File: src/rtl/dlock_ctrl.sv
// Serial digital-lock sequencer: key entry, compare, fail counting, lockout and open window.
// Optional code reprogramming while open is enabled by defining DLOCK_CTRL_PROG_EN.
module dlock_ctrl #(
  parameter int                  CODE_LEN     = 6,
  parameter logic [CODE_LEN-1:0] DEFAULT_CODE = 6'b101100,
  parameter int                  MAX_FAIL     = 3,
  parameter int                  LOCKOUT_CYC  = 16,
  parameter int                  OPEN_CYC     = 8
) (
  input  logic       clk,
  input  logic       clear,
  input  logic       b_in,
  input  logic       b_valid,
  input  logic       abort,
  input  logic       relock,
  input  logic       prog,
  output logic       unlock,
  output logic       alarm,
  output logic [2:0] fail_cnt,
  output logic [3:0] bit_cnt
);

  localparam int TMAX = (OPEN_CYC > LOCKOUT_CYC) ? OPEN_CYC : LOCKOUT_CYC;
  localparam int TW   = $clog2(TMAX + 1);

  typedef enum logic [2:0] {
    S_IDLE    = 3'd0,
    S_ENTRY   = 3'd1,
    S_CHECK   = 3'd2,
    S_OPEN    = 3'd3,
    S_PROG    = 3'd4,
    S_LOCKOUT = 3'd5
  } state_t;

  state_t              state;
  logic [CODE_LEN-1:0] entry;
  logic [CODE_LEN-1:0] entry_nxt;
  logic [TW-1:0]       timer;
  logic [4:0]          cnt_nxt;
  logic                last_bit;
  logic [CODE_LEN-1:0] code;

`ifndef DLOCK_CTRL_PROG_EN
  logic unused_prog;
  assign code        = DEFAULT_CODE;
  assign unused_prog = prog;
`endif

  // bit_cnt never displays CODE_LEN itself, so the count is compared one bit wider
  assign cnt_nxt   = {1'b0, bit_cnt} + 5'd1;
  assign last_bit  = (cnt_nxt == 5'(CODE_LEN));
  assign entry_nxt = {entry[CODE_LEN-2:0], b_in};

  always_ff @(negedge clk or negedge clear) begin
    if (!clear) begin
      state    <= S_IDLE;
      entry    <= '0;
      timer    <= '0;
      unlock   <= 1'b0;
      alarm    <= 1'b0;
      fail_cnt <= '0;
      bit_cnt  <= '0;
`ifdef DLOCK_CTRL_PROG_EN
      code     <= DEFAULT_CODE;
`endif
    end else begin
      case (state)
        S_IDLE: begin
          if (b_valid) begin
            entry   <= entry_nxt;
            bit_cnt <= 4'd1;
            state   <= S_ENTRY;
          end
        end
        S_ENTRY: begin
          if (abort) begin
            bit_cnt <= '0;
            state   <= S_IDLE;
          end else if (b_valid) begin
            entry <= entry_nxt;
            if (last_bit) begin
              bit_cnt <= '0;
              state   <= S_CHECK;
            end else begin
              bit_cnt <= cnt_nxt[3:0];
            end
          end
        end
        S_CHECK: begin
          if (entry == code) begin
            fail_cnt <= '0;
            timer    <= TW'(OPEN_CYC);
            unlock   <= 1'b1;
            state    <= S_OPEN;
          end else if (fail_cnt + 3'd1 == 3'(MAX_FAIL)) begin
            fail_cnt <= 3'(MAX_FAIL);
            timer    <= TW'(LOCKOUT_CYC);
            alarm    <= 1'b1;
            state    <= S_LOCKOUT;
          end else begin
            fail_cnt <= fail_cnt + 3'd1;
            state    <= S_IDLE;
          end
        end
        S_OPEN: begin
          if (relock || timer == TW'(1)) begin
            unlock <= 1'b0;
            timer  <= '0;
            state  <= S_IDLE;
          end
`ifdef DLOCK_CTRL_PROG_EN
          else if (prog) begin
            bit_cnt <= '0;
            state   <= S_PROG;
          end
`endif
          else begin
            timer <= timer - TW'(1);
          end
        end
`ifdef DLOCK_CTRL_PROG_EN
        // Open timer is held while the new code is shifted in
        S_PROG: begin
          if (abort) begin
            unlock  <= 1'b0;
            bit_cnt <= '0;
            timer   <= '0;
            state   <= S_IDLE;
          end else if (b_valid) begin
            entry <= entry_nxt;
            if (last_bit) begin
              code    <= entry_nxt;
              unlock  <= 1'b0;
              bit_cnt <= '0;
              timer   <= '0;
              state   <= S_IDLE;
            end else begin
              bit_cnt <= cnt_nxt[3:0];
            end
          end
        end
`endif
        S_LOCKOUT: begin
          if (timer == TW'(1)) begin
            alarm    <= 1'b0;
            fail_cnt <= '0;
            timer    <= '0;
            state    <= S_IDLE;
          end else begin
            timer <= timer - TW'(1);
          end
        end
        default: begin
          unlock  <= 1'b0;
          alarm   <= 1'b0;
          bit_cnt <= '0;
          timer   <= '0;
          state   <= S_IDLE;
        end
      endcase
    end
  end

endmodule

File: config.mk
export PLATFORM = sky130hd
export DESIGN_NAME = dlock_ctrl
export DESIGN_NICKNAME = d
export VERILOG_FILES = /design/src/rtl/dlock_ctrl.sv
export SDC_FILE = /design/constraint.sdc
export NUM_CORES = 1
export LEC_CHECK = 0
export BUFFER_PORTS_ARGS = -buffer_cell sky130_fd_sc_hd__buf_2
export CAP_MARGIN = 10
export CORE_MARGIN = 2
export CORE_UTILIZATION = 50
export CTS_CLUSTER_SIZE = 40
export DETAILED_ROUTE_END_ITERATION = 10
export GPL_ROUTABILITY_DRIVEN = 0
export PLACE_DENSITY = 0.76
export SLEW_MARGIN = 5
export SYNTH_ARGS = -nofsm -noshare
export SYNTH_HDL_FRONTEND = slang
export SYNTH_SLANG_ARGS = --single-unit
File: constraint.sdc
create_clock -name clk -period 3.8 [get_ports clk]
set_input_delay 0.57 -clock clk [delete_from_list [all_inputs] [get_ports clk]]
set_output_delay 0.57 -clock clk [all_outputs]
set_load 0.005 [all_outputs]
Word level (Yosys, flattened, before mapping)
Index checks and enable logic that the tools add are counted.
{"block": "classes", "n_div": 0, "multipliers": 0, "muxes": 32, "n_eq_ne": 18, "add_sub_neg": 3, "reduce_logical": 15, "bitwise_logic": 4, "magnitude_cmp": 0, "shifts": 0}
{"cell": "$mux W3", "count": 10}
{"cell": "$mux W5", "count": 4}
{"cell": "$pmux W5 S4", "count": 1}
{"cell": "$mux W4", "count": 4}
{"cell": "$pmux W3 S5", "count": 1}
{"cell": "$ne A2 B2 Y1 const B", "count": 7}
{"cell": "$mux W6", "count": 2}
{"cell": "$pmux W4 S3", "count": 1}
{"cell": "$pmux W6 S2", "count": 1}
{"cell": "$eq A3 B2 Y1 const B", "count": 3}
{"cell": "$ne A3 B3 Y1 const B", "count": 3}
{"cell": "$reduce_or A3 Y1", "count": 3}
{"cell": "$eq A6 B6 Y1 const B", "count": 1}
{"cell": "$pmux W1 S3", "count": 2}
{"cell": "$pmux W3 S2", "count": 1}
{"cell": "$reduce_and A2 Y1", "count": 3}
{"cell": "$reduce_and A3 Y1", "count": 2}
{"cell": "$add A4 B1 Y5 const B", "count": 1}
{"cell": "$eq A5 B1 Y1 const B", "count": 1}
{"cell": "$eq A5 B3 Y1 const B", "count": 1}
{"cell": "$mux W1", "count": 5}
{"cell": "$reduce_and A5 Y1", "count": 1}
{"cell": "$sub A5 B1 Y5 const B", "count": 1}
{"cell": "$not A1 Y1", "count": 4}
{"cell": "8 further kinds", "count": 9}
{"block": "word_totals", "memories": 0, "ramBits": 0, "latchBits": 0, "input_bits": 7, "regBits": 23, "output_inout_bits": 9, "romBits": 0}

Depth between registers and ports, before layout
{"block": "depth", "depth_word": 6, "mapped_depth": 7}

==> impl_metrics.json <==
{
  "syn_area_per_cell_um2": 10.4,
  "vias": 1092,
  "ioPinCount": 16,
  "max_slew.worst_pin.slew_ns": 0.523,
  "ys_ff_latch": 23,
  "final-setup-viol-count": 0,
  "antenna_found_initial": 0,
  "worst_r2r_endpoint": "state[0]",
  "cpPeakStageDelay_ns": 0.58,
  "clock_latency_ns": 0.31,
  "fp.dieH_um": 56.3,
  "cp_num_buf_inv": 1,
  "wl_um": 2740,
  "grt_max_degree": 24,
  "cts.repair.resized": 0,
  "multi_input_area_um2": 733,
  "critical_path.top_delay_family": "flip-flops",
  "post_cts_buffers": 0,
  "dp_worst_setup_slack_ns": 0.0584,
  "power_leakage_nw": 0.684,
  "grt_util_all_layers_pct": 19.3,
  "initial_core_util_pct": 54.1,
  "coreArea_um2": 2520,
  "criticalPathCategory": "flip-flop to primary output",
  "synth-async-reset-ratio_pct": 100,
  "outcome": "complete, no violations",
  "slew_violations": 0,
  "critPathLaunchType": "flip-flop",
  "final-hold-violation-count": 0,
  "htreeDepth": 1,
  "final_cell_mix": "dfrtn_1 (23), buf_2 (14), o21ai_0 (11)",
  "r2r-start": "state[0]",
  "postRouteAntennaNets": 0,
  "hp-class": "flip-flop to flip-flop",
  "cts_made_buffers": 3,
  "path_cells": "buf_2",
  "synth_edf_count": 0,
  "netlist_area_um2": 1370,
  "syn_nets": 144,
  "syn_to_final_growth_pct": 8.80,
  "clkSinkCount": 23,
  "syn-instance-count": 131,
  "peakVddDrop_v": 0.000343,
  "first_global_vias": 1110,
  "path_max_fanout": 9,
  "relSlewSlack_pct": 65.1,
  "gr-total-overflow": 0,
  "crit_start": "bit_cnt[0]",
  "yosysSeqAreaShare_pct": 42.2,
  "finalWorstSetupSlack_ns": 0.277,
  "p_per_area_nw_per_um2": 602,
  "drive_above_1_share_pct": 27.0,
  "routedWlPerCell_um": 15.4,
  "cts.path.max_buffers": 2,
  "reg2regPathDepth": 5,
  "p_total_w": 0.000894,
  "clock-skew-final_ns": 0.00259,
  "hold_ws_ns": 0.470,
  "first_iter_violations": 38,
  "synthFlopType": "dfrtn_1",
  "row_count": 18,
  "first_pass_iters": 5,
  "antennaDiodeCount": 0,
  "ctsHoldBuffers": 0,
  "die_w_um": 56.3,
  "die_area_um2": 3160,
  "via_per_inst": 6.13,
  "crit_arrival_ns": 2.95,
  "cp.required_ns": 3.23,
  "fin_setup_tns_ns": 0,
  "rrSetupSlack_ns": 1.83,
  "nNetsFinal": 162,
  "synth_cell_types": 43,
  "regArea_um2": 576,
  "cts_tree": "yes",
  "path_clk_slew_ns": 0.09,
  "drc": 0,
  "cp-end-kind": "primary output",
  "grt_pass1_wl_um": 4860,
  "mostFrequentLayoutCell": "dfrtn_1",
  "cp.depth": 1,
  "crit_slowest_cell": "dfrtn_1",
  "grt_setup_unrepaired": "no",
  "hpwl_um": 2020,
  "nFillCells": 220,
  "clockRootBuffer": "clkbuf_4",
  "crit_end": "bit_cnt[0]",
  "yosys_warnings": 0,
  "max_cap_violations": 0,
  "portBuffers": 14
}
-- where the power goes --
| group | switching (W) | internal (W) |
|---|---|---|
| Sequential | 0.000109 | 0.000336 |
| Combinational | 0.000162 | 0.000172 |
| Clock | 0.0000759 | 0.0000394 |
-- per-layer routing --
metal  vias up  routed length (um)  global-route usage (%)
met5         -                   0                       0
met4         0                  45                    9.52
met3         4                  79                    2.76
met2        24                1440                    33.3
met1       538                1180                    23.6
li1        526                   -                       -
-- worst min-delay path by stage --
stage | startpoint | endpoint | cells past startpoint
floorplan | entry[5] | entry[5] | 1
global placement | entry[5] | entry[5] | 1
detailed placement | entry[5] | entry[5] | 1
CTS | entry[5] | entry[5] | 1
global route | entry[5] | entry[5] | 1
finish | entry[5] | entry[5] | 1
-- synth_stat cells (all sizes together), types with 3 or more instances --
| library cell | count | share of area [%] |
|---|---|---|
| nor2 | 5 | 1.4 |
| a21oi | 6 | 2.2 |
| ha | 6 | 5.5 |
| o31ai | 3 | 1.6 |
| nor3b | 3 | 2.0 |
| mux2 | 7 | 6.0 |
| buf | 3 | 2.2 |
| nand3 | 5 | 2.2 |
| o21ai | 13 | 4.8 |
| nand2b | 4 | 1.8 |
| o21bai | 4 | 3.0 |
| nand2 | 8 | 2.2 |
| nor2b | 3 | 1.4 |
| inv | 7 | 1.9 |
| a31oi | 4 | 1.8 |
| nand3b | 4 | 2.2 |
| dfrtn | 23 | 42 |
-- sequential cells by signal (all words and copies together), names as in the netlist --
register / flops
state: 3
bit_cnt: 4
timer: 5
alarm: 1
fail_cnt: 3
entry: 6
unlock: 1
-- layout make-up --
class,instances,share of cell area [%]
repair buffers,16,5.73
inverters,7,1.77
flip-flops and latches,23,38.8
clock inverters,1,0.337
clock buffers,3,1.52
multi-input cells,98,49.4
well taps,30,2.53
-- kinds of logic after synthesis --
group | after synthesis | synth area share (%)
flops | 23 | 42.2
simple gates | 42 | 19.2
compound gates | 43 | 22.9
mux | 7 | 6.05
fa+ha+maj | 6 | 5.50
buf+inv | 10 | 4.13
-- stage by stage --
stage | cells | instance area [um2] | util (%)
2_1_floorplan | 131 | 1370 | -
3_3_place_gp | 174 | 1460 | 57.8
3_5_place_dp | 174 | 1460 | 57.8
4_1_cts | 178 | 1490 | 58.9
5_1_grt | 178 | 1490 | 58.9
6_report | 178 | 1490 | 58.9
No activity file was read; power rests on OpenSTA's default activity.
